`src/rtl/wb_sequencer.sv`:
```
// Writeback sequencer: steers the 6-input writeback mux and register-file write port for one
// retiring instruction at a time, including jmsub memory wait and conditional bneal link write.
module wb_sequencer #(
    parameter int unsigned LINK_REG = 31,
    parameter int unsigned TIMEOUT  = 15,
    parameter int unsigned TO_W     = 4
) (
    input  logic       clk,
    input  logic       rst_n,
    input  logic       i_instr_valid,
    output logic       o_instr_ready,
    input  logic [2:0] i_wb_class,
    input  logic [4:0] i_rd,
    input  logic       i_branch_taken,
    input  logic       i_mem_rdata_valid,
    output logic [2:0] o_wb_select,
    output logic       o_reg_write,
    output logic [4:0] o_wb_addr,
    output logic       o_busy,
    output logic       o_err_illegal,
    output logic       o_err_timeout
);

    localparam logic [4:0]      LinkAddr   = 5'(LINK_REG);
    localparam logic [TO_W-1:0] TimeoutVal = TO_W'(TIMEOUT);

    typedef enum logic [1:0] {
        StIdle,
        StMemWait,
        StWrite
    } state_t;

    state_t          r_state;
    logic [TO_W-1:0] r_cnt;
    logic [2:0]      r_wb_select;
    logic [4:0]      r_wb_addr;
    logic            r_reg_write;
    logic            r_busy;
    logic            r_ready;
    logic            r_err_illegal;
    logic            r_err_timeout;

    state_t          w_state_nxt;
    logic [TO_W-1:0] w_cnt_nxt;
    logic [TO_W-1:0] w_cnt_inc;
    logic [2:0]      w_sel_nxt;
    logic [4:0]      w_addr_nxt;
    logic            w_err_illegal_nxt;
    logic            w_err_timeout_nxt;
    logic            w_accept;

    assign w_accept  = i_instr_valid && r_ready;
    assign w_cnt_inc = r_cnt + TO_W'(1);

    always_comb begin
        w_state_nxt       = r_state;
        w_cnt_nxt         = r_cnt;
        w_sel_nxt         = r_wb_select;
        w_addr_nxt        = r_wb_addr;
        w_err_illegal_nxt = 1'b0;
        w_err_timeout_nxt = 1'b0;

        case (r_state)
            StIdle: begin
                if (w_accept) begin
                    case (i_wb_class)
                        3'd0, 3'd1, 3'd2: begin
                            w_state_nxt = StWrite;
                            w_sel_nxt   = i_wb_class;
                            w_addr_nxt  = i_rd;
                        end
                        3'd3: begin
                            w_state_nxt = StMemWait;
                            w_sel_nxt   = 3'd3;
                            w_addr_nxt  = LinkAddr;
                            w_cnt_nxt   = '0;
                        end
                        3'd4: begin
                            // Untaken bneal retires silently with the mux left untouched
                            if (i_branch_taken) begin
                                w_state_nxt = StWrite;
                                w_sel_nxt   = 3'd4;
                                w_addr_nxt  = LinkAddr;
                            end
                        end
                        3'd5: begin
                            w_state_nxt = StWrite;
                            w_sel_nxt   = 3'd5;
                            w_addr_nxt  = LinkAddr;
                        end
                        default: begin
                            w_err_illegal_nxt = 1'b1;
                        end
                    endcase
                end
            end
            StMemWait: begin
                // Data arriving on the final allowed cycle still wins over the abort
                if (i_mem_rdata_valid) begin
                    w_state_nxt = StWrite;
                end else if (w_cnt_inc == TimeoutVal) begin
                    w_state_nxt       = StIdle;
                    w_err_timeout_nxt = 1'b1;
                    w_cnt_nxt         = w_cnt_inc;
                end else begin
                    w_cnt_nxt = w_cnt_inc;
                end
            end
            StWrite: begin
                w_state_nxt = StIdle;
            end
            default: begin
                w_state_nxt = StIdle;
            end
        endcase
    end

    always_ff @(posedge clk or negedge rst_n) begin
        if (!rst_n) begin
            r_state       <= StIdle;
            r_cnt         <= '0;
            r_wb_select   <= 3'd0;
            r_wb_addr     <= 5'd0;
            r_reg_write   <= 1'b0;
            r_busy        <= 1'b0;
            r_ready       <= 1'b0;
            r_err_illegal <= 1'b0;
            r_err_timeout <= 1'b0;
        end else begin
            r_state       <= w_state_nxt;
            r_cnt         <= w_cnt_nxt;
            r_wb_select   <= w_sel_nxt;
            r_wb_addr     <= w_addr_nxt;
            // Register $0 is hardwired, so its write strobe is suppressed
            r_reg_write   <= (w_state_nxt == StWrite) && (w_addr_nxt != 5'd0);
            r_busy        <= (w_state_nxt != StIdle);
            r_ready       <= (w_state_nxt == StIdle);
            r_err_illegal <= w_err_illegal_nxt;
            r_err_timeout <= w_err_timeout_nxt;
        end
    end

    assign o_instr_ready = r_ready;
    assign o_wb_select   = r_wb_select;
    assign o_reg_write   = r_reg_write;
    assign o_wb_addr     = r_wb_addr;
    assign o_busy        = r_busy;
    assign o_err_illegal = r_err_illegal;
    assign o_err_timeout = r_err_timeout;

endmodule

```
`config.mk`:
```
export PLATFORM = sky130hd
export DESIGN_NAME = wb_sequencer
export DESIGN_NICKNAME = d
export VERILOG_FILES = /design/src/rtl/wb_sequencer.sv
export SDC_FILE = /design/constraint.sdc
export NUM_CORES = 1
export LEC_CHECK = 0
export ABC_AREA = 1
export BUFFER_PORTS_ARGS = -buffer_cell sky130_fd_sc_hd__clkbuf_2
export CORE_MARGIN = 1
export CORE_UTILIZATION = 45
export DETAILED_ROUTE_END_ITERATION = 7
export GPL_ROUTABILITY_DRIVEN = 0
export HOLD_SLACK_MARGIN = 0.12
export PLACE_DENSITY = 0.7
export SYNTH_ARGS = -nofsm -noshare
export SYNTH_HDL_FRONTEND = slang
export SYNTH_SLANG_ARGS = --single-unit
```
`constraint.sdc`:
```
create_clock -name clk -period 2.97 [get_ports clk]
set_clock_uncertainty 0.2 [all_clocks]
set_input_delay 0.297 -clock clk [delete_from_list [all_inputs] [get_ports clk]]
set_output_delay 0.297 -clock clk [all_outputs]
set_load 0.05 [all_outputs]
```
==> results.json, run 1 <==
{
  "grt_usage_pct": 18.1,
  "clk-insertion-delay-late_ns": 0.29,
  "ant_nets": 0,
  "rows": 16,
  "slew_headroom_pct": 70.1,
  "num_antenna_cells": 0,
  "syn_area_per_cell_um2": 7.58,
  "drc_errors": 0,
  "ioPinCount": 26,
  "m1WireLength_um": 865,
  "max_stage_delay_ns": 0.53,
  "cpMostUsedCell": "o21ai_0",
  "yosysWarnings": 0,
  "drtPass1Iterations": 4,
  "synth.cell_area_um2": 970,
  "cp_slowest_cell": "dlygate4sd3_1",
  "ys_seq_area_share_pct": 49.0,
  "h-tree-depth": 1,
  "wl_per_cell_um": 9.84,
  "fp.dieW_um": 48.4,
  "io_buffers": 25,
  "synthCells": 128,
  "cp.arrival_ns": 1.89,
  "final.setup.tns_ns": 0,
  "slew_violations": 0,
  "dr_total_vias": 850,
  "tightest_slew_ns": 0.444,
  "path_clk_slew_ns": 0.09,
  "routed_wl_um": 1830,
  "area_delta_synth_final_pct": 21.4,
  "ir_drop_mv": 0.534,
  "p_per_area_nw_per_um2": 773,
  "grt_setup_unrepaired": "no",
  "hold_path.class": "primary input to flop",
  "ys_seq_elements": 19,
  "cts-root-buf": "clkbuf_4",
  "grt_pass1_vias": 784,
  "dieArea_um2": 2340,
  "dp_slack_ns": 1.25,
  "crit_chain": "dlygate4sd3_1 > clkbuf_2 > nor2_1 > nand2_1 > o21ai_0 > o21ai_0",
  "hpwl_um": 1440,
  "viasPerCell": 4.57,
  "rr_worst_depth": 8,
  "worstSetupStartpoint": "i_wb_class[0]",
  "dr_wl_met3_um": 104,
  "cts_sinks": 19,
  "die_h_um": 48.4,
  "leakage_nw": 0.668,
  "fmax_mhz": 519,
  "endpoint": "o_wb_select[2]",
  "status": "completed",
  "crit_required_ns": 2.93,
  "synth_cell_types": 15,
  "post-route-period-util_pct": 64.8,
  "nNetsFinal": 175,
  "setup_violations": 0,
  "antenna_found_initial": 0,
  "end_kind": "flop",
  "max_cap_viol_count": 0,
  "r2r-end": "o_reg_write",
  "path_class": "primary input to flop",
  "grt-ovfl-total": 0,
  "highest_layer": "met4",
  "start_kind": "primary input",
  "cts_buffers": 3,
  "grt_start_max_net_pins": 20,
  "worstReg2RegStart": "r_state[0]",
  "fin_crit_ns": 1.93,
  "synth_nets": 143,
  "dr_wl_met2_um": 851,
  "r2r_slack_ns": 1.27,
  "start_util_pct": 48.4,
  "total_power_mw": 0.910,
  "clk_path_buf_depth": 2,
  "design.core.area_um2": 2000,
  "hold_viol_final": 0,
  "post_cts_resized": 0,
  "cts_tree": "yes",
  "drt_iter0_drc": 19,
  "drive_gt1_share_pct": 18.9,
  "cp_max_fo": 5,
  "setup_ws_ns": 1.04,
  "grt_pass1_wl_um": 3370
}
-- worst min path at each step --
stage             startpoint             end  slack, ns  cells after the start
2_1_floorplan          rst_n          o_busy      -0.20                      0
3_3_place_gp           rst_n   o_err_timeout       0.06                      1
3_5_place_dp           rst_n          o_busy       0.07                      1
4_1_cts        i_instr_valid   o_err_illegal       0.14                      5
5_1_grt        i_wb_class[1]  o_wb_select[1]       0.18                      3
6_report       i_instr_valid   o_err_illegal       0.15                      5
-- Yosys cell counts --
| master | number | area share (%) |
|---|---|---|
| nand3_1 | 9 | 4.6 |
| dfrtp_1 | 19 | 49 |
| buf_4 | 1 | 0.77 |
| nand3_4 | 1 | 1.8 |
| a21oi_1 | 3 | 1.5 |
| nand2_1 | 42 | 16 |
| o21ai_0 | 12 | 6.2 |
| a21boi_1 | 2 | 1.5 |
| ha_1 | 2 | 2.6 |
| xnor2_1 | 1 | 0.90 |
| nor2_1 | 11 | 4.3 |
| xor2_1 | 1 | 0.90 |
| inv_1 | 22 | 8.5 |
| inv_2 | 1 | 0.39 |
| o22ai_1 | 1 | 0.65 |
-- state kept, by name, indices dropped and copies added, names as in the netlist --
signal / cells
o_wb_select: 3
o_reg_write: 1
o_busy: 1
o_wb_addr: 5
r_cnt: 4
o_instr_ready: 1
r_state: 2
o_err_illegal: 1
o_err_timeout: 1
-- per-stage QoR --
stage | hold WS (ns) | utilization (%) | cell area [um^2] | instances
global route | 0.179 | 58.8 | 1180 | 186
floorplan | -0.199 | - | 970 | 128
finish | 0.152 | 58.8 | 1180 | 186
detailed placement | 0.0680 | 56.0 | 1120 | 179
CTS | 0.144 | 58.8 | 1180 | 186
global placement | 0.0631 | 56.0 | 1120 | 179
-- per-layer routing --
layer / track usage, % / up-vias
met1: 25.3 / 373
met2: 28.4 / 21
met5: 0 / -
li1: - / 454
met3: 5.35 / 2
met4: 2.94 / 0
-- power by group --
group,switching [mW],internal [mW]
logic,0.301,0.106
registers,0.0481,0.332
clock network,0.0706,0.0522
-- layout make-up --
class	instances	area (um^2)
well taps	27	33.8
flip-flops and latches	19	475
clock buffers	4	26.3
fillers	188	825
multi-input cells	85	400
repair buffers	28	155
inverters	23	86.3
-- cells in the final DEF (no fill, tap or decap), drive strengths merged --
| cell type | instances |
|---|---|
| o22ai | 1 |
| nand3 | 10 |
| dlygate4sd3 | 3 |
| o21ai | 12 |
| dfrtp | 19 |
| ha | 2 |
| inv | 23 |
| nand2 | 42 |
| xnor2 | 1 |
| clkbuf | 29 |
| nor2 | 11 |
| a21oi | 3 |
| xor2 | 1 |
| a21boi | 2 |
-- critical path: cells and delay by family --
family / cells / cell delay (ns)
buffers and inverters: 2 / 0.67
and+or+nand+nor: 2 / 0.37
AOI/OAI and AO/OA: 2 / 0.54
-- cells by family after synthesis --
kind of cell | after synthesis | share of synthesized area [%]
and+or+nand+nor | 63 | 27.0
buffers and inverters | 24 | 9.68
DFF | 19 | 49.0
AOI/OAI and AO/OA | 18 | 9.94
xor gates and xnor gates | 2 | 1.81
adders and majority gates | 2 | 2.58
-- repair_timing --
item | CTS | global route
hold buffers | 3 | 0
endpoints found under the hold margin | 21 | 0
buffers inserted | 0 | 0
setup endpoints to repair | 0 | 0
Power figures use the tool's default switching activity.
==> run 2, diff against run 1 <==
PLACE_DENSITY = 0.73   (was 0.7)
clock period = 1.7 ns   (was 2.97 ns; I/O delays follow)
==> run 2 against run 1 <==
Against the previous run: worst setup slack lost 0.98 ns; clock power grew 80%; cell count grew 7.0%; count of clock-buffer cells in the layout shrank 1; power grew 85%; largest power group unchanged.
==> results.json, run 2 (synthesis results as in run 1) <==
{
  "status": "completed",
  "drt_iter0_drc": 24,
  "r2r_slack_ns": 0.14,
  "clk-insertion-delay-late_ns": 0.28,
  "fmax_mhz": 609,
  "io_buffers": 25,
  "tightest_slew_ns": 0.451,
  "multi_input_comb_area_um2": 429,
  "placed_area_um2": 1130,
  "path_class": "primary input to flop",
  "clk_path_buf_depth": 2,
  "setup_violations": 0,
  "grt_pass1_vias": 910,
  "layout_common_cells": "nand2_1, clkbuf_2, inv_1",
  "design.core.area_um2": 2000,
  "routed_wl_um": 2160,
  "fin_area_um2": 1340,
  "register_area_um2": 477,
  "nNetsFinal": 188,
  "fp.dieW_um": 48.4,
  "cts-root-buf": "clkbuf_4",
  "placedCellCount": 180,
  "hold_viol_final": 0,
  "p_per_area_nw_per_um2": 1260,
  "final.setup.tns_ns": 0,
  "ioPinCount": 26,
  "leakage_nw": 0.733,
  "cp.arrival_ns": 1.66,
  "hold_path.class": "primary input to flop",
  "end_kind": "flop",
  "stdcell_count": 199,
  "dieArea_um2": 2340,
  "viasPerCell": 4.81,
  "crit_required_ns": 1.72,
  "dp_slack_ns": 0.0357,
  "hpwl_um": 1570,
  "ir_drop_mv": 0.871,
  "drtPass1Iterations": 4,
  "start_kind": "primary input",
  "largest_register_ffs": 5,
  "drive_gt1_share_pct": 24.4,
  "rows": 16,
  "slew_violations": 0,
  "grt_usage_pct": 20.5,
  "antenna_found_initial": 0,
  "drc_errors": 0,
  "fin_crit_ns": 1.64,
  "path_clk_slew_ns": 0.11,
  "cts_buffers": 3,
  "max_cap_viol_count": 0,
  "slew_headroom_pct": 69.9,
  "setup_ws_ns": 0.0591,
  "num_antenna_cells": 0,
  "start_util_pct": 48.4,
  "die_h_um": 48.4,
  "grt_start_max_net_pins": 20,
  "h-tree-depth": 1,
  "ant_nets": 0,
  "grt_pass1_wl_um": 3760,
  "final_common_cell": "nand2_1",
  "cts_tree": "yes",
  "dr_total_vias": 958,
  "cts_sinks": 19,
  "cp_max_fo": 5,
  "area_delta_synth_final_pct": 37.8,
  "wl_per_cell_um": 10.9,
  "post-route-period-util_pct": 96.5,
  "nFillCells": 175,
  "grt-ovfl-total": 0
}
run 2: metrics by stage:
stage | hold slack (ns) | utilization (%) | total power, mW
after floorplan | -0.326 | - | 1.21
after global placement | -0.0643 | 56.4 | 1.37
after detailed placement | -0.0560 | 56.4 | 1.40
after CTS | 0.126 | 64.3 | 1.65
after global routing | 0.158 | 66.8 | 1.80
final | 0.141 | 66.8 | 1.68
run 2: metal layers:
metal	vias to the layer above	share of wire, %	global-route usage [%]
li1	484	-	-
met1	447	47	26.6
met5	-	0	0
met4	0	1.2	8.33
met3	4	4.3	4.40
met2	23	47	33.3
run 2: path summary, 6_finish.rpt:
path                           startpoint  cells past startpoint             end
setup reg to reg                 r_cnt[0]                      8          o_busy
setup / recovery            i_wb_class[1]                      8     o_reg_write
min in group asynchronous           rst_n                      2          o_busy
hold reg to reg            o_wb_select[0]                      2  o_wb_select[0]
max in group asynchronous           rst_n                      2   o_instr_ready
hold / removal                    i_rd[1]                      7    o_wb_addr[1]
run 2: timing repair:
item	CTS	global route
endpoints found under the hold margin	33	1
hold buffers	13	1
buffers inserted	0	2
endpoints found under the setup margin	0	6
gates resized for setup	0	12
run 2: layout make-up:
| cell class | instances | area share [%] |
|---|---|---|
| repair buffers | 41 | 21.2 |
| clock inverters | 1 | 0.375 |
| multi-input cells | 85 | 32.1 |
| flip-flops and latches | 19 | 35.7 |
| inverters | 23 | 6.46 |
| clock buffers | 3 | 1.69 |
| well taps | 27 | 2.53 |
run 2: power breakdown:
part / internal [mW] / switching [mW] / total [mW]
clock network: 0.0873 / 0.134 / 0.221
logic: 0.233 / 0.557 / 0.790
registers: 0.581 / 0.0872 / 0.668
total: 0.901 / 0.778 / 1.68
run 2: worst max-delay path, stage by stage:
cell,delay (ns)
clkbuf_2,0.14
dlygate4sd3_1,0.58
inv_1,0.08
a21oi_1,0.23
nor2_4,0.08
a21boi_2,0.17
nor2_1,0.06
a21oi_1,0.14
==> run 3, diff against run 2 <==
CELL_PAD_IN_SITES_DETAIL_PLACEMENT = 0   (was default)
CELL_PAD_IN_SITES_GLOBAL_PLACEMENT = 1   (was default)
CORE_UTILIZATION = 32   (was 45)
PLACE_DENSITY = default   (was 0.73)
PLACE_DENSITY_LB_ADDON = 0.1   (was default)
==> run 3 against run 2 <==
Against the previous run: the run now ends with DRC left; count of clock-buffer cells in the layout grew 1; clock power grew 7%; non-clock buffer count shrank 1; via count shrank 0.84%; wire length grew 3.3%; maximum frequency grew 2.2%; power shrank 0.62%; global-route usage shrank 5.0 points; utilization shrank 20 points; flip-flop and latch count is the same; combinational power shrank 2.9%.
==> results.json, run 3 (synthesis results as in run 1) <==
{
  "status": "complete, but fails checks",
  "violations": "DRC",
  "clk_path_buf_depth": 2,
  "num_antenna_cells": 0,
  "leakage_nw": 0.725,
  "grt_start_max_net_pins": 20,
  "drc_errors": 6,
  "die_h_um": 57.0,
  "wl_per_cell_um": 11.1,
  "cts_sinks": 19,
  "ir_drop_mv": 0.590,
  "start_util_pct": 34.6,
  "drive_gt1_share_pct": 22.8,
  "rows": 19,
  "nNetsFinal": 187,
  "cpMostUsedCell": "nor2_1",
  "setup_ws_ns": 0.0941,
  "area_delta_synth_final_pct": 35.9,
  "final.setup.tns_ns": 0,
  "slew_headroom_pct": 67.1,
  "io_buffers": 25,
  "ant_nets": 0,
  "critPathTopFamily": "buffers and inverters",
  "dp_slack_ns": 0.0338,
  "cp_slowest_cell": "dlygate4sd3_1",
  "cts_buffers": 3,
  "tightest_slew_ns": 0.494,
  "viasPerCell": 4.70,
  "clk-insertion-delay-late_ns": 0.30,
  "dr_total_vias": 950,
  "dieArea_um2": 3250,
  "crit_required_ns": 1.74,
  "grt_pass1_vias": 912,
  "setup_violations": 0,
  "h-tree-depth": 1,
  "path_class": "primary input to flop",
  "largest_register_ffs": 5,
  "hold_path.class": "primary input to flop",
  "met1_usage_pct": 19.0,
  "fp.dieW_um": 57.0,
  "stdcell_count": 202,
  "placed_area_um2": 1130,
  "end_kind": "flop",
  "drtPass1Iterations": 6,
  "hpwl_um": 1670,
  "routed_wl_um": 2240,
  "start_kind": "primary input",
  "slew_violations": 0,
  "hold_viol_final": 0,
  "grt-ovfl-total": 0,
  "p_per_area_nw_per_um2": 1270,
  "grt_pass1_wl_um": 3830,
  "cp_max_fo": 5,
  "grt_busiest_layer": "met2",
  "r2r_slack_ns": 0.13,
  "fin_area_um2": 1320,
  "cp.arrival_ns": 1.64,
  "layout_common_cells": "nand2_1, clkbuf_2, inv_1",
  "fmax_mhz": 623,
  "grt_setup_unrepaired": "yes",
  "ioPinCount": 26,
  "post-route-period-util_pct": 94.5,
  "antenna_found_initial": 0,
  "crit_chain": "dlygate4sd3_1 > clkbuf_2 > nor2_1 > buf_4 > nand3_1 > nand2_1 > inv_1 > a21boi_1 > nor2_1 > a21oi_1",
  "final_common_cell": "nand2_1",
  "fin_crit_ns": 1.61,
  "worst-path-buf-inv": 4,
  "grtUsageMet3_pct": 3.17,
  "finalHoldWorstSlack_ns": 0.102,
  "placedCellCount": 184,
  "total_power_mw": 1.67,
  "design.core.area_um2": 2810,
  "use_met2_pct": 25.5,
  "path_clk_slew_ns": 0.11,
  "grt_usage_pct": 15.5,
  "cts-root-buf": "clkbuf_4",
  "max_stage_delay_ns": 0.54,
  "cts_tree": "yes",
  "post-route-util_pct": 47.0,
  "drt_iter0_drc": 19,
  "max_cap_viol_count": 0
}
run 3: layer usage:
layer	wire (um)	up-vias
li1	-	482
met1	1020	434
met2	1090	30
met3	95	4
met4	36	0
met5	0	-
run 3: worst min-delay path: cells and delay by family:
family	cells	cell delay (ns)
AOI/OAI and AO/OA	2	0.19
buffers and inverters	1	0.12
and+or+nand+nor	1	0.08
run 3: final timing paths:
check / startpoint / end / depth (start not counted)
worst min-delay path: i_wb_class[1] / r_state[1] / 4
worst max-delay path: i_wb_class[0] / o_reg_write / 10
max in group asynchronous: rst_n / o_instr_ready / 2
min in group asynchronous: rst_n / o_wb_addr[1] / 2
worst max register to register: r_cnt[0] / o_busy / 8
worst min register to register: o_wb_select[2] / o_wb_select[2] / 2
run 3: cell type report:
| type | instances | area (um^2) |
|---|---|---|
| clock buffer | 4 | 26.3 |
| fill | 304 | 1490 |
| inverter | 23 | 86.3 |
| multi-input combinational | 85 | 419 |
| sequential | 19 | 477 |
| tap | 31 | 38.8 |
| timing repair buffer | 40 | 270 |
run 3: power breakdown:
group / switching, mW / total (mW) / internal (mW) / leakage [nW]
Sequential: 0.0856 / 0.666 / 0.580 / 0.235
Clock: 0.144 / 0.236 / 0.0914 / 0.0150
Combinational: 0.546 / 0.767 / 0.220 / 0.474
run 3: timing repair:
item,in CTS,in global routing
gates resized for setup,0,9
setup buffers,0,1
hold endpoints to repair,36,1
hold buffers,12,1
setup endpoints to repair,0,7
